`config.mk`:
```
export PLATFORM = sky130hd
export DESIGN_NAME = hazard_ctl_flat
export DESIGN_NICKNAME = d
export VERILOG_FILES = /design/src/rtl/hazard_ctl_if.sv /design/src/rtl/hazard_ctl.sv /design/src/flat_wrapper.sv
export SDC_FILE = /design/constraint.sdc
export NUM_CORES = 1
export LEC_CHECK = 0
export BUFFER_PORTS_ARGS = -buffer_cell sky130_fd_sc_hd__buf_2
export CAP_MARGIN = 30
export CORE_MARGIN = 1
export CORE_UTILIZATION = 49
export CTS_CLUSTER_DIAMETER = 50
export CTS_CLUSTER_SIZE = 16
export DETAILED_ROUTE_END_ITERATION = 7
export PLACE_DENSITY = 0.82
export SYNTH_ARGS = -nofsm -noshare
export SYNTH_HDL_FRONTEND = slang
export SYNTH_SLANG_ARGS = --single-unit
```
`constraint.sdc`:
```
create_clock -name clk -period 5.96 [get_ports clk]
set_input_delay 0.596 -clock clk [delete_from_list [all_inputs] [get_ports clk]]
set_output_delay 0.596 -clock clk [all_outputs]
set_load 0.005 [all_outputs]
```
`src/rtl/hazard_ctl_if.sv`:
```
// Pipeline-to-hazard-controller bundle: registered IF/ID and ID/EX fields go in,
// and the stall, bubble and flush controls plus the debug state and stall counter come back.
interface hazard_ctl_if #(
   parameter int CNT_W = 16
) ();
   logic [4:0]       ifid_rs;
   logic [4:0]       ifid_rt;
   logic             ifid_uses_rt;
   logic [2:0]       idex_m_ctl;
   logic [4:0]       idex_rt;
   logic             exmem_branch_taken;
   logic             pc_write;
   logic             ifid_write;
   logic             idex_bubble;
   logic             ifid_flush;
   logic [1:0]       hazard_state;
   logic [CNT_W-1:0] stall_count;

   // No valid/ready handshake: every field is sampled each cycle.
   // The controls returned by the controller apply to the edge that closes the current cycle.
   modport master (
      output ifid_rs, ifid_rt, ifid_uses_rt, idex_m_ctl, idex_rt, exmem_branch_taken,
      input  pc_write, ifid_write, idex_bubble, ifid_flush, hazard_state, stall_count
   );

   modport slave (
      input  ifid_rs, ifid_rt, ifid_uses_rt, idex_m_ctl, idex_rt, exmem_branch_taken,
      output pc_write, ifid_write, idex_bubble, ifid_flush, hazard_state, stall_count
   );
endinterface

```
`src/rtl/hazard_ctl.sv`:
```
// Hazard controller: handles load-use stalls with optional extra memory-wait cycles and taken-branch flushes.
// It also keeps a saturating counter of stalled cycles.
module hazard_ctl #(
   parameter int MEMREAD_BIT = 1,
   parameter int MEM_WAIT    = 0,
   parameter int CNT_W       = 16
) (
   input logic          clk,
   input logic          rst,
   hazard_ctl_if.slave  bus
);
   typedef enum logic [1:0] {
      RUN     = 2'd0,
      MEMWAIT = 2'd1
   } state_t;

   localparam logic [3:0]       WAIT_INIT = 4'(MEM_WAIT);
   localparam logic [CNT_W-1:0] COUNT_MAX = '1;

   state_t           state;
   logic [3:0]       wait_cnt;
   logic [CNT_W-1:0] count;
   logic             ld_use;
   logic             pc_write;
   logic             ifid_write;
   logic             idex_bubble;
   logic             ifid_flush;

   always_comb begin
      ld_use = bus.idex_m_ctl[MEMREAD_BIT] && (bus.idex_rt != 5'd0) &&
               ((bus.idex_rt == bus.ifid_rs) ||
                (bus.ifid_uses_rt && (bus.idex_rt == bus.ifid_rt)));
   end

   // Mealy outputs; reset forces them even between clock edges.
   always_comb begin
      pc_write    = 1'b1;
      ifid_write  = 1'b1;
      idex_bubble = 1'b0;
      ifid_flush  = 1'b0;
      if (rst) begin
         pc_write    = 1'b0;
         ifid_write  = 1'b0;
         idex_bubble = 1'b1;
         ifid_flush  = 1'b1;
      end else if (bus.exmem_branch_taken) begin
         idex_bubble = 1'b1;
         ifid_flush  = 1'b1;
      end else if (state == MEMWAIT || ld_use) begin
         pc_write    = 1'b0;
         ifid_write  = 1'b0;
         idex_bubble = 1'b1;
      end
   end

   always_ff @(posedge clk or posedge rst) begin
      if (rst) begin
         state    <= RUN;
         wait_cnt <= 4'd0;
         count    <= '0;
      end else begin
         if (!pc_write && count != COUNT_MAX) count <= count + 1'b1;
         if (bus.exmem_branch_taken) begin
            state    <= RUN;
            wait_cnt <= 4'd0;
         end else if (state == MEMWAIT) begin
            if (wait_cnt == 4'd1) begin
               state    <= RUN;
               wait_cnt <= 4'd0;
            end else begin
               wait_cnt <= wait_cnt - 4'd1;
            end
         end else if (ld_use && WAIT_INIT != 4'd0) begin
            // The first stall cycle happens in RUN; MEMWAIT covers the remaining N cycles.
            state    <= MEMWAIT;
            wait_cnt <= WAIT_INIT;
         end
      end
   end

   assign bus.pc_write     = pc_write;
   assign bus.ifid_write   = ifid_write;
   assign bus.idex_bubble  = idex_bubble;
   assign bus.ifid_flush   = ifid_flush;
   assign bus.hazard_state = state;
   assign bus.stall_count  = count;
endmodule

```
`src/flat_wrapper.sv`:
```
// flat-port wrapper written by rule: the top's interface ports become plain ports
module hazard_ctl_flat 
#(
   parameter int MEMREAD_BIT = 1,
   parameter int MEM_WAIT    = 0,
   parameter int CNT_W       = 16
)
  (clk, rst, bus_ifid_rs, bus_ifid_rt, bus_ifid_uses_rt, bus_idex_m_ctl, bus_idex_rt, bus_exmem_branch_taken, bus_pc_write, bus_ifid_write, bus_idex_bubble, bus_ifid_flush, bus_hazard_state, bus_stall_count);
  hazard_ctl_if #(.CNT_W(CNT_W)) bus_i ();
  input logic clk;
  input logic rst;
  input wire logic [$bits(bus_i.ifid_rs)-1:0] bus_ifid_rs;
  input wire logic [$bits(bus_i.ifid_rt)-1:0] bus_ifid_rt;
  input wire logic [$bits(bus_i.ifid_uses_rt)-1:0] bus_ifid_uses_rt;
  input wire logic [$bits(bus_i.idex_m_ctl)-1:0] bus_idex_m_ctl;
  input wire logic [$bits(bus_i.idex_rt)-1:0] bus_idex_rt;
  input wire logic [$bits(bus_i.exmem_branch_taken)-1:0] bus_exmem_branch_taken;
  output wire logic [$bits(bus_i.pc_write)-1:0] bus_pc_write;
  output wire logic [$bits(bus_i.ifid_write)-1:0] bus_ifid_write;
  output wire logic [$bits(bus_i.idex_bubble)-1:0] bus_idex_bubble;
  output wire logic [$bits(bus_i.ifid_flush)-1:0] bus_ifid_flush;
  output wire logic [$bits(bus_i.hazard_state)-1:0] bus_hazard_state;
  output wire logic [$bits(bus_i.stall_count)-1:0] bus_stall_count;
  assign bus_i.ifid_rs = bus_ifid_rs;
  assign bus_i.ifid_rt = bus_ifid_rt;
  assign bus_i.ifid_uses_rt = bus_ifid_uses_rt;
  assign bus_i.idex_m_ctl = bus_idex_m_ctl;
  assign bus_i.idex_rt = bus_idex_rt;
  assign bus_i.exmem_branch_taken = bus_exmem_branch_taken;
  assign bus_pc_write = bus_i.pc_write;
  assign bus_ifid_write = bus_i.ifid_write;
  assign bus_idex_bubble = bus_i.idex_bubble;
  assign bus_ifid_flush = bus_i.ifid_flush;
  assign bus_hazard_state = bus_i.hazard_state;
  assign bus_stall_count = bus_i.stall_count;
  hazard_ctl #(.MEMREAD_BIT(MEMREAD_BIT), .MEM_WAIT(MEM_WAIT), .CNT_W(CNT_W)) u_core (.clk(clk), .rst(rst), .bus(bus_i));
endmodule
```
=== After elaboration in Yosys (flattened, before gate mapping) ===
Cells that the tools add are included.
Widths: inputs -> output; s select.

* Logic and storage cells: 35
* Output and inout bits: 22
* Input bits: 22
* Bits in registers: 22

* Muxes and demuxes: 14
* $add $sub $neg: 2
* Equal/unequal tests: 5
* Reductions and logical operators: 11

{| class="wikitable"
|+ Operators by type and width
! cell !! count
|-
| $add 16x1->16 const B || 1
|-
| $ne 16x16->1 const B || 1
|-
| $mux 4 || 3
|-
| $eq 5x5->1 || 2
|-
| $mux 1 || 8
|-
| $mux 2 || 3
|-
| $reduce_bool 5->1 || 1
|-
| $eq 4x1->1 const B || 1
|-
| $logic_and 1x1->1 || 4
|-
| $reduce_bool 2->1 || 2
|-
| $sub 4x1->4 const B || 1
|-
| $eq 2x1->1 const B || 1
|-
| $logic_or 1x1->1 || 2
|-
| $reduce_and 2->1 || 1
|-
| $logic_not 1->1 || 1
|}

=== Depth between registers and ports, before layout ===
* Depth in word-level cells: 10
* Mapped depth: 8
* Mapped depth without buffers: 7

=== Least setup slack after synthesis ===
No wires, ideal clock.

* Path kind: register to register
* Start point: reg u_core.count[6] (netlist: u_core.bus.stall_count[6])
* End point: reg u_core.count[1] (netlist: u_core.bus.stall_count[1])
* Library setup time: 0.127 ns
* Arrival time: 1.995 ns
* Slack: 3.838 ns
* Buffers on the path: 1
* Period minus slack after synthesis: 2.122 ns
* Stages on the path, launching flop included: 7
* Data required time: 5.833 ns
* Path through: dfrtp_1 > nand4_1 > or4_4 > o21a_1 > a21oi_4 > buf_6 > mux2_1

* Longest elaborated chain between the ends: 2

{| class="wikitable"
|+ Ends and longest elaborated chain
! what !! RTL line !! source
|-
| start: declaration || hazard_ctl.sv:22 || <nowiki>logic [CNT_W-1:0] count;</nowiki>
|-
| start signal: assignment || hazard_ctl.sv:62 || <nowiki>if (!pc_write && count != COUNT_MAX) count <= count + 1'b1;</nowiki>
|-
| $ne 16x16->1 || hazard_ctl.sv:62 ||
|-
| $logic_and 1x1->1 || hazard_ctl.sv:62 ||
|}

No other way between the ends.
A chain may end at the register's enable or synchronous reset.

=== Worst setup path in the final report ===
* Start point: in bus_idex_rt[0]
* End point: out bus_ifid_write

* Longest elaborated chain between the ends: 8
* Elaborated cells between the ends (all ways): 11
* Classes of those cells: eq/ne: 2; mux: 3; reduce/logical: 6

{| class="wikitable"
|+ Ends and longest elaborated chain
! what !! RTL line !! source
|-
| start: declaration || flat_wrapper.sv:16 || <nowiki>input wire logic [$bits(bus_i.idex_rt)-1:0] bus_idex_rt;</nowiki>
|-
| $eq 5x5->1 || hazard_ctl.sv:32 || <nowiki>(bus.ifid_uses_rt && (bus.idex_rt == bus.ifid_rt)));</nowiki>
|-
| $logic_and 1x1->1 || hazard_ctl.sv:32 ||
|-
| $logic_or 1x1->1 || hazard_ctl.sv:31 || <nowiki>((bus.idex_rt == bus.ifid_rs) ||</nowiki>
|-
| $logic_and 1x1->1 * || hazard_ctl.sv:30 || <nowiki>ld_use = bus.idex_m_ctl[MEMREAD_BIT] && (bus.idex_rt != 5'd0) &&</nowiki>
|-
| $logic_or 1x1->1 * || hazard_ctl.sv:49 || <nowiki>end else if (state == MEMWAIT || ld_use) begin</nowiki>
|-
| $mux 1 * || hazard_ctl.sv:49 ||
|-
| $mux 1 * || hazard_ctl.sv:46 || <nowiki>end else if (bus.exmem_branch_taken) begin</nowiki>
|-
| $mux 1 * || hazard_ctl.sv:41 || <nowiki>if (rst) begin</nowiki>
|-
| end: declaration || flat_wrapper.sv:19 || <nowiki>output wire logic [$bits(bus_i.ifid_write)-1:0] bus_ifid_write;</nowiki>
|}

Mark *: on every way between the ends. The rest lies on a longest branch, timed or not.

==> run summary <==
Outcome - finished, final reports clean
Area Growth Syn to Fin - 22.67%
Most common cell after layout, fill and taps aside - buf_2
TritonCTS clock tree - done
Setup TNS - 0 ns
Hold crit path type - in -> async
Port bufs - 39
DP Cell Count - 163
Number of synthesized flops with an enable pin - 0
Largest net degree at the start of global routing - 17
Wire per inst - 11.61 um
Ranking of synthesized cells by area - dfrtp_1, xnor2_1, xor2_1
Layout cells sized above 1 - 32.62%
Num CTS Buffers - 3
Die height - 46.40 um
Psw - 0.0001068 W
Vias in the first global route - 734
Post-Synthesis Cell Area - 965.9 um2
Leak Pwr - 0.6191 nW
Int Power - 0.0002020 W
Post-synthesis cell count - 102
Count of different cell masters after synthesis - 25
VDD IR max - 195.0 uV
Crit path capture type - output pin
Achievable frequency - 431.5 MHz
Post-cts sizing count - 0
WL final - 1928 um
NumNets Final - 166
Seq/Total Area, Yosys - 41.45%
Comb power frac - 30.6%
RSZ-0062 raised after global routing - no
GP Congestion - 0.7134
Avg Cell Area, Syn - 9.470 um2
CTS Hold Bufs - 0
Min Clock Period, post-route - 2.317 ns
Startpoint Class - input pin
# IOs - 44
R2r worst-path depth - 5
Vias - 829
Clock Tree Buf Depth - 2
Tightest Pin Transition - 0.5904 ns
Ant diodes - 0
Crit path DAT - 1.72 ns
Pwr Total - 0.0003088 W
Die ar. - 2153 um2
Clk Latency, worst-skew pair - 0.28 ns
Synthesis Warnings - 0
Period utilization - 38.88%
Fraction of registers with async set/reset - 100.0%
Synth Flop Type - dfrtp_1
Most frequent cells in the layout - buf_2, dfrtp_1, xnor2_1, xor2_1, nor2_1
Area of the core - 1783 um2
Rows - 15
Max-slew violations - 0
Clk pwr share - 18.0%
Router iterations before antenna repair - 4
Sequential share of power - 51.5%
Final setup viols - 0
Gr ovfl total - 0
Synth area leader - dfrtp_1
CTS Root Cell - clkbuf_4
First-pass GRT wire length - 3146 um
Synth top area share - 41.45%
Max FFs per register - 16
Vias per cell - 4.994
Post-Layout Cell Count - 166
Critical path class - in -> out
Worst slew margin - 60.59%
Pwr/cell area - 260.6 nW/um2
Die width - 46.40 um
Initial DRC count - 3
Max cap viols - 0
DRC Markers - 0
Clk sink count - 16
Clock transition at path regs - 0.09 ns
HPWL Detailed - 1526 um
Starting Density - 54.18%
Routed Antenna Nets - 0
Final Hold Vio Count - 0
Switching portion of total power - 34.57%
Critical path peak fanout - 3
Number of synthesized register bits - 16
Clk_skew - 0.004905 ns
H-tree levels - 1
Antenna violations before repair - 0
WP data required - 5.36 ns
Total track usage - 20.93%
Setup Fix Bufs, Post-CTS - 0
==> power groups by stage <==
stage / Sequential, W / Clock [W] / Combinational (W)
after global routing: 0.000163 / 0.0000640 / 0.000107
after floorplan: 0.000160 / 0 / 0.0000540
final: 0.000159 / 0.0000554 / 0.0000944
after CTS: 0.000159 / 0.0000568 / 0.0000965
after global placement: 0.000159 / 0 / 0.0000916
after detailed placement: 0.000161 / 0 / 0.0000957
==> final cells by class <==
class,instances,area (um2)
fillers,154,598.1
multi-input cells,78,516.7
flip-flops and latches,16,400.4
repair buffers,39,195.2
well taps,25,31.28
clock buffers,3,22.52
inverters,5,18.77
==> critical path: stages <==
cell and delay, ns:
buf_2 0.12, nor4_1 0.42, a211oi_1 0.17, a21oi_1 0.25, buf_2 0.15
==> cells by family (layout without fill, tap and decap cells) <==
logic type / Yosys count / after routing / synth area share [%]
and+or+nand+nor: 41 / 41 / 20.86
muxes: 2 / 2 / 2.331
other: 1 / 2 / 0.3882
AOI/OAI and AO/OA: 8 / 8 / 6.478
xor gates and xnor gates: 24 / 24 / 21.76
adders and majority gates: 1 / 1 / 1.295
buffers and inverters: 9 / 47 / 5.440
DFF: 16 / 16 / 41.45
==> worst paths after layout <==
check / slack, ns / to / from
worst max-delay path: 3.64 / bus_ifid_write / bus_idex_rt[0]
min in group clk: 0.49 / u_core.bus.stall_count[11] / u_core.bus.stall_count[11]
max in group asynchronous: 5.19 / u_core.bus.stall_count[1] / rst
worst min-delay path: 0.39 / u_core.bus.stall_count[15] / rst
worst max register to register: 3.65 / u_core.bus.stall_count[1] / u_core.bus.stall_count[3]
worst min register to register: 0.49 / u_core.bus.stall_count[11] / u_core.bus.stall_count[11]
==> layer usage <==
metal / track usage (%) / routed length [um] / vias to the layer above
li1: - / - / 423
met1: 26.72 / 880 / 386
met2: 33.89 / 968 / 18
met3: 5.882 / 66 / 2
met4: 6.471 / 12 / 0
met5: 0 / 0 / -
==> Yosys cell counts, drive strengths merged (2+ instances only) <==
| cell | n |
|---|---|
| a21oi | 3 |
| buf | 4 |
| dfrtp | 16 |
| inv | 5 |
| mux2 | 2 |
| nand2 | 9 |
| nand3 | 8 |
| nand4 | 3 |
| nor2 | 10 |
| nor3 | 4 |
| nor4 | 4 |
| o21a | 2 |
| xnor2 | 12 |
| xor2 | 12 |
==> per-stage QoR <==
| stage | utilization [%] | cell area [um2] | setup WS (ns) | hold slack, ns |
|---|---|---|---|---|
| 4_1_cts | 66.46 | 1185 | 3.642 | 0.4120 |
| 5_1_grt | 66.46 | 1185 | 3.511 | 0.4364 |
| 3_3_place_gp | 65.19 | 1162 | 3.678 | 0.4765 |
| 6_report | 66.46 | 1185 | 3.643 | 0.3873 |
| 2_1_floorplan | - | 969.7 | 3.838 | 0.4846 |
| 3_5_place_dp | 65.19 | 1162 | 3.603 | 0.4818 |
(Power assumes the default switching activity.)
